File: src/rtl/ili9341_lcd_ctrl.sv
// ILI9341 8-bit 8080-style write controller: reset/init sequencing, pixel writes, cursor homing.
// Define ILI9341_INVERT_EN to send display-inversion-on (0x21) just before display-on during init.

module ili9341_lcd_ctrl #(
    parameter int unsigned RESET_LOW_CYCLES  = 160,
    parameter int unsigned RESET_WAIT_CYCLES = 80000,
    parameter int unsigned SLEEP_WAIT_CYCLES = 1920000
) (
    input  logic        clk_16MHz,
    input  logic        resetn,
    output logic        nreset,
    output logic        cmd_data,
    output logic        write_edge,
    output logic [7:0]  dout,
    input  logic        reset_cursor,
    input  logic [15:0] pix_data,
    input  logic        pix_clk,
    output logic        busy
);

    typedef enum logic [2:0] {
        StRstLow, StRstWait, StInit1, StSleepWait, StInit2, StCursor, StIdle, StPixel
    } state_e;

    // Zero-cycle delays still take one clock.
    localparam logic [20:0] LOW_LAST   =
        (RESET_LOW_CYCLES == 0) ? 21'd0 : 21'(RESET_LOW_CYCLES - 1);
    localparam logic [20:0] WAIT_LAST  =
        (RESET_WAIT_CYCLES == 0) ? 21'd0 : 21'(RESET_WAIT_CYCLES - 1);
    localparam logic [20:0] SLEEP_LAST =
        (SLEEP_WAIT_CYCLES == 0) ? 21'd0 : 21'(SLEEP_WAIT_CYCLES - 1);

    localparam logic [4:0] INIT2_START  = 5'd5;
`ifdef ILI9341_INVERT_EN
    localparam logic [4:0] CURSOR_START = 5'd7;
`else
    localparam logic [4:0] CURSOR_START = 5'd6;
`endif
    localparam logic [4:0] ROM_END = CURSOR_START + 5'd11;

    // ROM entries are {dc, byte}; dc = 0 marks a command byte.
    function automatic logic [8:0] rom_entry(input logic [4:0] idx);
        logic [4:0] off;
        rom_entry = 9'h000;
        off = idx - CURSOR_START;
        if (idx < INIT2_START) begin
            case (idx)
                5'd0:    rom_entry = 9'h03A;
                5'd1:    rom_entry = 9'h155;
                5'd2:    rom_entry = 9'h036;
                5'd3:    rom_entry = 9'h148;
                default: rom_entry = 9'h011;
            endcase
        end else if (idx < CURSOR_START) begin
`ifdef ILI9341_INVERT_EN
            rom_entry = (idx == INIT2_START) ? 9'h021 : 9'h029;
`else
            rom_entry = 9'h029;
`endif
        end else begin
            case (off)
                5'd0:    rom_entry = 9'h02A;
                5'd1:    rom_entry = 9'h100;
                5'd2:    rom_entry = 9'h100;
                5'd3:    rom_entry = 9'h100;
                5'd4:    rom_entry = 9'h1EF;
                5'd5:    rom_entry = 9'h02B;
                5'd6:    rom_entry = 9'h100;
                5'd7:    rom_entry = 9'h100;
                5'd8:    rom_entry = 9'h101;
                5'd9:    rom_entry = 9'h13F;
                default: rom_entry = 9'h02C;
            endcase
        end
    endfunction

    state_e      state_q, state_d;
    logic [20:0] cnt_q, cnt_d;
    logic [4:0]  idx_q, idx_d, stop_idx;
    logic        phase_q, phase_d;
    logic [15:0] pix_q, pix_d;
    logic        nreset_q, nreset_d, dc_q, dc_d, wr_q, wr_d, busy_q, busy_d;
    logic [7:0]  dout_q, dout_d;
    logic [8:0]  entry, cursor_first;

    always_comb begin
        state_d      = state_q;
        cnt_d        = cnt_q;
        idx_d        = idx_q;
        phase_d      = phase_q;
        pix_d        = pix_q;
        nreset_d     = nreset_q;
        dc_d         = dc_q;
        wr_d         = wr_q;
        dout_d       = dout_q;
        entry        = rom_entry(idx_q);
        cursor_first = rom_entry(CURSOR_START);

        case (state_q)
            StInit1: stop_idx = INIT2_START;
            StPixel: stop_idx = 5'd2;
            default: stop_idx = ROM_END;
        endcase

        case (state_q)
            StRstLow: begin
                nreset_d = 1'b0;
                if (cnt_q >= LOW_LAST) begin
                    state_d  = StRstWait;
                    cnt_d    = 21'd0;
                    nreset_d = 1'b1;
                end else begin
                    cnt_d = cnt_q + 21'd1;
                end
            end
            StRstWait: begin
                if (cnt_q >= WAIT_LAST) begin
                    state_d = StInit1;
                    cnt_d   = 21'd0;
                    idx_d   = 5'd0;
                    phase_d = 1'b0;
                end else begin
                    cnt_d = cnt_q + 21'd1;
                end
            end
            StSleepWait: begin
                if (cnt_q >= SLEEP_LAST) begin
                    state_d = StInit2;
                    cnt_d   = 21'd0;
                    idx_d   = INIT2_START;
                    phase_d = 1'b0;
                end else begin
                    cnt_d = cnt_q + 21'd1;
                end
            end
            StInit1, StInit2, StCursor, StPixel: begin
                // phase_q = 1 means phase A is on the bus; the next edge raises WRX.
                if (phase_q) begin
                    wr_d    = 1'b1;
                    phase_d = 1'b0;
                    idx_d   = idx_q + 5'd1;
                end else if (idx_q == stop_idx) begin
                    state_d = (state_q == StInit1) ? StSleepWait : StIdle;
                    cnt_d   = 21'd0;
                end else begin
                    wr_d    = 1'b0;
                    phase_d = 1'b1;
                    if (state_q == StPixel) begin
                        dc_d   = 1'b1;
                        dout_d = idx_q[0] ? pix_q[7:0] : pix_q[15:8];
                    end else begin
                        dc_d   = entry[8];
                        dout_d = entry[7:0];
                    end
                end
            end
            StIdle: begin
                nreset_d = 1'b1;
                wr_d     = 1'b1;
                // The first byte's phase A goes out on the sampling edge itself.
                if (reset_cursor) begin
                    state_d = StCursor;
                    idx_d   = CURSOR_START;
                    phase_d = 1'b1;
                    wr_d    = 1'b0;
                    dc_d    = cursor_first[8];
                    dout_d  = cursor_first[7:0];
                end else if (pix_clk) begin
                    state_d = StPixel;
                    pix_d   = pix_data;
                    idx_d   = 5'd0;
                    phase_d = 1'b1;
                    wr_d    = 1'b0;
                    dc_d    = 1'b1;
                    dout_d  = pix_data[15:8];
                end
            end
            default: state_d = StRstLow;
        endcase

        busy_d = (state_d != StIdle);
    end

    always_ff @(posedge clk_16MHz or negedge resetn) begin
        if (!resetn) begin
            state_q  <= StRstLow;
            cnt_q    <= 21'd0;
            idx_q    <= 5'd0;
            phase_q  <= 1'b0;
            pix_q    <= 16'h0000;
            nreset_q <= 1'b0;
            dc_q     <= 1'b0;
            wr_q     <= 1'b1;
            dout_q   <= 8'h00;
            busy_q   <= 1'b1;
        end else begin
            state_q  <= state_d;
            cnt_q    <= cnt_d;
            idx_q    <= idx_d;
            phase_q  <= phase_d;
            pix_q    <= pix_d;
            nreset_q <= nreset_d;
            dc_q     <= dc_d;
            wr_q     <= wr_d;
            dout_q   <= dout_d;
            busy_q   <= busy_d;
        end
    end

    assign nreset     = nreset_q;
    assign cmd_data   = dc_q;
    assign write_edge = wr_q;
    assign dout       = dout_q;
    assign busy       = busy_q;

endmodule

File: config.mk
export PLATFORM = sky130hd
export DESIGN_NAME = ili9341_lcd_ctrl
export DESIGN_NICKNAME = d
export VERILOG_FILES = /design/src/rtl/ili9341_lcd_ctrl.sv
export SDC_FILE = /design/constraint.sdc
export NUM_CORES = 1
export LEC_CHECK = 0
export CAP_MARGIN = 5
export CORE_ASPECT_RATIO = 0.5
export CORE_MARGIN = 2
export CORE_UTILIZATION = 40
export CTS_BUF_LIST = sky130_fd_sc_hd__clkbuf_4
export DETAILED_ROUTE_END_ITERATION = 10
export GPL_TIMING_DRIVEN = 1
export PLACE_DENSITY_LB_ADDON = 0.05
export SYNTH_ARGS = -nofsm -noshare
export SYNTH_HDL_FRONTEND = slang
export SYNTH_SLANG_ARGS = --single-unit
File: constraint.sdc
create_clock -name clk_16MHz -period 2.5 [get_ports clk_16MHz]
set_clock_uncertainty 0.05 [all_clocks]
set_input_delay 0.375 -clock clk_16MHz [delete_from_list [all_inputs] [get_ports clk_16MHz]]
set_output_delay 0.375 -clock clk_16MHz [all_outputs]
set_load 0.01 [all_outputs]
Word level (Yosys, flattened, before mapping)
Memory sizes are Yosys's and may differ from the RTL's.
Cells that the tools add are included.
{ "totals": {"regBits": 58, "rom_bits": 144, "inputBits": 20, "output_inout_bits": 12, "word_cells": 105, "mem_count": 1} }
{ "mem_list": {"columns": ["memory", "words", "word_bits", "read_ports", "rd_ports_with_merged_regs", "wr", "line_no", "rtl"], "rows": [
  ["(no name shown)", 16, 9, 1, 0, 0, "61", "case (off)"]
]} }
{ "op_classes": {"add_sub_neg": 3, "magnitude_cmp": 5, "eq_ne": 20, "mux": 52, "n_bitwise": 1, "n_reduce_logical": 13} }
{ "op_table": {"columns": ["cell", "n"], "rows": [
  ["$mux W21", 5],
  ["$pmux W21 S4", 1],
  ["$mux W8", 6],
  ["$pmux W9 S4", 1],
  ["$mux W9", 3],
  ["$mux W5", 5],
  ["$mux W3", 8],
  ["$add A21 B1 Y21 const B", 1],
  ["$ge A21 B17 Y1 const B", 1],
  ["$ge A21 B21 Y1 const B", 1],
  ["$ge A21 B8 Y1 const B", 1],
  ["$pmux W5 S4", 1],
  ["$pmux W8 S2", 1],
  ["$mux W1", 15],
  ["$pmux W3 S5", 1],
  ["$eq A3 B3 Y1 const B", 4],
  ["$ne A2 B2 Y1 const B", 6],
  ["$eq A5 B2 Y1 const B", 2],
  ["$lt A5 B3 Y1 const B", 2],
  ["$pmux W5 S2", 1],
  ["$ne A3 B3 Y1 const B", 3],
  ["$reduce_and A4 Y1", 2],
  ["$reduce_bool A4 Y1", 2],
  ["$eq A3 B2 Y1 const B", 2],
  ["other kinds (15)", 19]
]} }

Logic depth before layout (Yosys ltp)
Gate-level depths: netlist of run 1.
An unclocked memory read counts as a cell.
{ "logic_depth": {"ltp_word": 9, "depth_mapped": 12, "mapped_depth_nobuf": 9} }

Worst setup path after synthesis of run 1
No wires, ideal clock.
{ "synth_path": {"path_kind": "flip-flop to flip-flop", "startpoint": "register idx_q[1]", "endpoint": "register cnt_q[12]", "setup_ns": 0.121, "arrival_ns": 2.231, "required_time_ns": 2.329, "path_slack_ns": 0.098, "path_stages_with_launch": 10, "path_buffers": 2, "synth_period_minus_slack_ns": 2.402, "path_cell_list": "dfrtp_1 -> buf_2 -> nand2b_1 -> or4_4 -> a311oi_4 -> and3_2 -> or4_4 -> buf_6 -> o21ai_0 -> a22o_1"} }
{ "synth_via": {"elab_chain_cells": 3} }
{ "synth_lines": {"columns": ["item", "line_no", "rtl"], "rows": [
  ["start: declaration", "79", "logic [4:0] idx_q, idx_d, stop_idx;"],
  ["start signal: assignment", "199", "idx_q <= idx_d;"],
  ["$eq A5 B5 Y1", "142", "end else if (idx_q == stop_idx) begin"],
  ["$ne A2 B2 Y1 (no source line)", null, null],
  ["$reduce_and A3 Y1 (no source line)", null, null],
  ["end signal: assignment", "198", "cnt_q <= cnt_d;"],
  ["end: declaration", "78", "logic [20:0] cnt_q, cnt_d;"]
]} }
No other way between the ends.
A chain may end at the register's enable or synchronous reset.

Final worst setup path of run 1
{ "layout_path": {"startpoint": "register state_q[0]", "endpoint": "register cnt_q[3]"} }
{ "layout_via": {"elab_chain_cells": 5, "elab_cells_between_ends": 15, "cone_classes": "eq/ne: 9; mux: 2; reduce/logical: 4"} }
{ "layout_lines": {"columns": ["item", "line_no", "rtl"], "rows": [
  ["start: declaration", "77", "state_e state_q, state_d;"],
  ["start signal: assignment", "186", "state_q <= StRstLow;"],
  ["start signal: assignment", "197", "state_q <= state_d;"],
  ["$eq A3 B3 Y1 / $eq A3 B2 Y1 (equally long branches)", "99, 105", null],
  ["$pmux W5 S2", "99", "case (state_q)"],
  ["$eq A5 B5 Y1", "142", null],
  ["$ne A2 B2 Y1 (no source line)", null, null],
  ["$reduce_and A3 Y1 (no source line)", null, null]
]} }
Parallel ways exist; a longest one is shown, timed or not.

==> results of run 1 <==
==> metal layers <==
layer | track usage, % | share of wire, % | vias up
met3 | 4.95 | 4.6 | 5
met2 | 33.7 | 46 | 74
met1 | 25.2 | 49 | 1665
li1 | - | - | 1627
met4 | 4.00 | 0.37 | 0
met5 | 0 | 0 | -
==> synth_stat cells (all sizes together), types with 9 or more instances <==
| cell type | instances |
|---|---|
| nor2 | 33 |
| nor4 | 9 |
| buf | 16 |
| a22o | 19 |
| nand2 | 22 |
| clkbuf | 13 |
| a21oi | 24 |
| o21ai | 39 |
| inv | 13 |
| nor3 | 14 |
| mux2 | 26 |
| mux2i | 10 |
| nand3 | 11 |
| nor2b | 13 |
| dfrtp | 56 |
==> state kept, by name, indices dropped and copies added, names as in the netlist <==
| name | count |
|---|---|
| busy | 1 |
| idx_q | 5 |
| cmd_data | 1 |
| nreset | 1 |
| phase_q | 1 |
| write_edge | 1 |
| dout | 8 |
| cnt_q | 21 |
| state_q | 3 |
| pix_q | 16 |
==> repair_timing <==
item,in CTS,in global routing
setup endpoints to repair,0,24
gates resized for setup,0,11
endpoints found under the hold margin,0,0
==> power by group through the flow <==
| stage | clock network, mW | registers, mW | logic (mW) |
|---|---|---|---|
| after floorplan | 0 | 0.969 | 0.0126 |
| after global placement | 0 | 0.970 | 0.0669 |
| after detailed placement | 0 | 0.971 | 0.0685 |
| after CTS | 0.818 | 0.953 | 0.0687 |
| after global routing | 0.861 | 0.954 | 0.0745 |
| final | 0.785 | 0.952 | 0.0660 |
==> cell type report <==
class,count,area [sq um],area share [%]
inverter,13,48.8,1.08
tap,117,146,3.24
sequential,58,1460,32.2
clock buffer,9,67.6,1.50
multi-input combinational,309,2120,46.9
clock inverter,7,93.8,2.08
timing repair buffer,67,588,13.0
==> logic make-up after synthesis <==
family                   synth area share [%]
AND/OR/NAND/NOR                          18.5
XOR/XNOR                                0.936
adder cells (fa/ha/maj)                  2.67
flip-flops                               38.8
AO/OA/AOI/OAI                            23.0
buffers and inverters                    5.52
multiplexers                             10.5
==> per-stage QoR <==
step	setup TNS (ns)	cells	hold slack [ns]	instance area (sq um)	power (mW)
floorplan	0	408	0.0294	3740	0.982
global placement	0	563	0.402	4320	1.04
detailed placement	0	563	0.413	4320	1.04
CTS	0	579	0.0762	4480	1.84
global route	-0.00953	580	0.108	4520	1.89
finish	0	580	0.0598	4520	1.80
==> worst max-delay path by stage <==
stage	end	slack [ns]	cells past startpoint
after floorplan	cnt_q[12]	0.1	9
after global placement	cnt_q[15]	0.09	9
after detailed placement	cnt_q[6]	0.06	7
after CTS	cnt_q[6]	0.03	7
after global routing	cnt_q[3]	-0.005	8
final	cnt_q[3]	0.10	7
==> results.ini, run 1 <==
[pwr]
leakage_nw = 2.00
internal_power_mw = 1.39
p_seq_share_pct = 52.8
p_clk_share_pct = 43.5
comb_power_share_pct = 3.7
p_sw_share_pct = 23.1
ir_drop_mv = 0.154
switchingPower_mw = 0.417
power_per_cell_area_mw_per_mm2 = 399

[timing]
worstMarginPinSlew_ns = 0.765
period_share_pct = 95.9
period_minus_slack_ns = 2.40
slew_headroom_pct = 49.0
drv_slew = 0
fin_ws_ns = 0.101
rsz0062_at_grt = true
fmax_mhz = 417
setup_viol = 0
hold_violations = 0

[placed_design]
hpwlAfterDp_um = 6740
port_buffers = 31
gp_congestion = 0.856
post-place-ws_ns = 0.0586

[finish]
final_cell_mix = dfrtp_1, buf_4, o21ai_0
area_growth_pct = 20.7
fin_util_pct = 50.8
layout_commonest_cell = dfrtp_1
fill_cells = 846
drive_above_1_share_pct = 21.0
diodes = 0
fin_nets = 486

[clock_tree]
clockBufferDepth = 2
cts_hold_buffers = 0
post_cts_buffers = 0
numCtsBuffers = 9
cts_root_buffer = clkbuf_4
clkTransAtPathRegs_ns = 0.10
numClockSinks = 58
clock_latency_ns = 0.41
cts_tree = built
htreeDepth = 3

[drt]
drtIter0Drc = 207
avgRoutedWirePerCell_um = 16.6
firstDrtPassIters = 5
ant_nets = 0
num_vias = 3371
vias_per_cell = 5.81
drc = 0
totalWireLength_um = 9610

[synth]
synth_area_leaders = dfrtp_1, mux2_2, o21ai_0, a22o_1, a21oi_1
synthesis.nets = 436
yosysTopAreaCellShare_pct = 37.4
ys.flop_type = dfrtp_1
synth_area_per_cell_sq_um = 9.17
ys_warn_count = 0
yosysSeqAreaShare_pct = 38.8
synth_top_area_cell = dfrtp_1
ys_ff_latch = 58
syn-instance-count = 408
syn_area_sq_mm = 0.00374
synth_edf_count = 0
synthArstFlopShare_pct = 100
synth.distinct_cells = 60

[die]
die_h_um = 72.4
die_area_sq_mm = 0.0102
core_area_sq_mm = 0.00889
rows = 24
io_pins = 32
start_util_pct = 42.1
die_w_um = 141

[global_route]
grt_overflow = 0
antenna_found_initial = 0
grt_pass1_vias = 3262
grt_pass1_wl_um = 15700
grt_usage_pct = 19.5
grt_start_max_net_pins = 59

[critical_path]
cp.arrival_ns = 2.65
r2r_cells = 7
rr_startpoint = state_q[0]
critical_path_class = flip-flop to flip-flop
crit_start = state_q[0]
cp-end-kind = flip-flop
cpMaxStageDelayCell = dfrtp_1
cp_slowest_stage_delay_ns = 0.46
cp-start-kind = flip-flop
path_max_fanout = 6
cp_num_buf_inv = 1
r2r_end = cnt_q[3]
crit_required_ns = 2.75
reg2reg_setup_slack_ns = 0.10
path_cells = nand2b_1 -> or4_4 -> a311oi_4 -> and3_4 -> nor4_2 -> buf_4 -> a221o_1
critPathTopFamily = simple AND/OR/NAND/NOR gates

[job]
maxCapViolations = 0

[worst_hold_path]
hold_class = primary input to asynchronous set/reset pin

[status]
outcome = complete, no violations

Note: power is estimated with default switching activity, not from simulation.
==> run 2: changes to the inputs <==
- CTS_CLUSTER_SIZE: not set -> 14
- RECOVER_POWER: not set -> 100
==> run 2 against run 1 <==
  * Worst hold slack improved by 0.29 ns
  * Die area unchanged
  * Global-route usage did not move
  * Largest power group unchanged
  * Largest cell class unchanged
  * Register-to-register slack hardly changed
  * First-iteration DRC count is 21% lower
==> results.ini, run 2 (same netlist as run 1, synthesis figures left out) <==
[status]
outcome = complete, no violations  ; unchanged

[critical_path]
rr_startpoint = state_q[0]  ; unchanged
cp.arrival_ns = 2.65  ; about the same
cp-start-kind = flip-flop  ; unchanged
critical_path_class = flip-flop to flip-flop  ; unchanged
path_max_fanout = 6  ; unchanged
cp_slowest_stage_delay_ns = 0.46  ; about the same
cpMaxStageDelayCell = dfrtp_1  ; unchanged
r2r_cells = 7  ; unchanged
cp-end-kind = flip-flop  ; unchanged
r2r_end = cnt_q[3]  ; unchanged
critPathTopFamily = simple AND/OR/NAND/NOR gates  ; unchanged
cp_num_buf_inv = 1  ; unchanged
reg2reg_setup_slack_ns = 0.10  ; about the same
path_cells = nand2b_1 -> or4_4 -> a311oi_4 -> and3_4 -> nor4_2 -> buf_4 -> a221o_1  ; unchanged
crit_required_ns = 2.75  ; about the same

[placed_design]
gp_congestion = 0.856  ; unchanged
hpwlAfterDp_um = 6740  ; unchanged
post-place-ws_ns = 0.0586  ; unchanged
placed_area_sq_mm = 0.00432  ; unchanged
port_buffers = 31  ; unchanged

[drt]
drc = 0  ; unchanged
avgRoutedWirePerCell_um = 16.6  ; about the same
ant_nets = 0  ; unchanged
totalWireLength_um = 9600  ; was 9610 um
drtIter0Drc = 163  ; was 207
firstDrtPassIters = 5  ; unchanged
vias_per_cell = 5.80  ; was 5.81
num_vias = 3366  ; was 3371

[timing]
period_minus_slack_ns = 2.40  ; about the same
rsz0062_at_grt = true  ; unchanged
drv_slew = 0  ; unchanged
hold_violations = 0  ; unchanged
slew_headroom_pct = 1.35  ; was 49.0%
fin_ws_ns = 0.104  ; was 0.101 ns
period_share_pct = 95.8  ; was 95.9%
worstMarginPinSlew_ns = 1.48  ; was 0.765 ns
fin_hold_ws_ns = 0.346  ; was 0.0598 ns
fmax_mhz = 417  ; about the same
setup_viol = 0  ; unchanged

[clock_tree]
cts_hold_buffers = 0  ; unchanged
numClockSinks = 58  ; unchanged
numCtsBuffers = 9  ; unchanged
clockBufferDepth = 2  ; unchanged
post_cts_buffers = 0  ; unchanged
cts_tree = built  ; unchanged
cts_root_buffer = clkbuf_4  ; unchanged
cts.repair.resized = 0  ; unchanged
clock_latency_ns = 0.41  ; about the same
clkTransAtPathRegs_ns = 0.10  ; about the same
htreeDepth = 3  ; unchanged

[pwr]
switchingPower_mw = 0.420  ; was 0.417 mW
ir_drop_mv = 0.154  ; about the same
comb_power_share_pct = 3.6  ; was 3.7%
power_per_cell_area_mw_per_mm2 = 401  ; was 399 mW/mm^2
p_clk_share_pct = 43.6  ; was 43.5%
p_seq_share_pct = 52.7  ; was 52.8%
internal_power_mw = 1.39  ; about the same
p_sw_share_pct = 23.3  ; was 23.1%
leakage_nw = 2.01  ; was 2.00 nW

[global_route]
antenna_found_initial = 0  ; unchanged
grt_pass1_wl_um = 15700  ; unchanged
grt_start_max_net_pins = 59  ; unchanged
grt_usage_pct = 19.5  ; unchanged
grt_overflow = 0  ; unchanged
grt_pass1_vias = 3262  ; unchanged

[finish]
layout_commonest_cell = dfrtp_1  ; unchanged
fin_nets = 486  ; unchanged
largest_reg_flops = 21  ; unchanged
diodes = 0  ; unchanged
area_growth_pct = 20.4  ; was 20.7%
drive_above_1_share_pct = 20.5  ; was 21.0%
stdcell_area_sq_mm = 0.00451  ; was 0.00452 sq mm
final_cell_mix = dfrtp_1, o21ai_0, nor2_1  ; was dfrtp_1, buf_4, o21ai_0
regMostFlops = cnt_q  ; unchanged

[die]
io_pins = 32  ; unchanged
die_h_um = 72.4  ; unchanged
rows = 24  ; unchanged
start_util_pct = 42.1  ; unchanged
die_area_sq_mm = 0.0102  ; unchanged
die_w_um = 141  ; unchanged
core_area_sq_mm = 0.00889  ; unchanged

[job]
maxCapViolations = 0  ; unchanged

[worst_hold_path]
hold_class = primary input to asynchronous set/reset pin  ; unchanged

-- run 2: worst register-to-register path: stages, from the launching register on --
cell	delay (ns)
dfrtp_1	0.46
nand2b_1	0.19
or4_4	0.45
a311oi_4	0.30
and3_4	0.27
nor4_2	0.07
buf_4	0.17
a221o_1	0.34
-- run 2: area by class of cell --
cell class | count | area, sq um
clock buffers | 9 | 67.6
clock inverters | 7 | 93.8
well taps | 117 | 146
multi-input cells | 309 | 2120
inverters | 13 | 48.8
repair buffers | 67 | 576
flip-flops and latches | 58 | 1460
fillers | 851 | 4380
-- run 2: how the worst max path moves through the flow --
stage	from	to	slack, ns	cells past startpoint
global route	cnt_q[17]	cnt_q[3]	-0.005	8
global placement	cnt_q[0]	cnt_q[15]	0.09	9
floorplan	idx_q[1]	cnt_q[12]	0.1	9
finish	state_q[0]	cnt_q[3]	0.10	7
CTS	state_q[0]	cnt_q[6]	0.03	7
detailed placement	idx_q[1]	cnt_q[6]	0.06	7
-- run 2: through the flow --
step / TNS, ns / utilization, % / cells / total power, mW
4_1_cts: 0 / 50.4 / 579 / 1.84
6_report: 0 / 50.7 / 580 / 1.81
2_1_floorplan: 0 / - / 408 / 0.982
3_3_place_gp: 0 / 48.6 / 563 / 1.04
5_1_grt: -0.00953 / 50.7 / 580 / 1.89
3_5_place_dp: 0 / 48.6 / 563 / 1.04
-- run 2: power groups by stage --
stage / Sequential [mW] / Clock (mW) / Combinational, mW
final: 0.953 / 0.788 / 0.0654
after floorplan: 0.969 / 0 / 0.0126
after CTS: 0.953 / 0.818 / 0.0687
after global routing: 0.954 / 0.861 / 0.0739
after detailed placement: 0.971 / 0 / 0.0685
after global placement: 0.970 / 0 / 0.0669
-- run 2: metal layers --
metal  wire length, um  GRT usage, %  up-vias
met5                 0             0        -
met4                34          4.00        0
met3               438          4.95        5
met2              4430          33.7       71
met1              4700          25.2     1664
li1                  -             -     1626
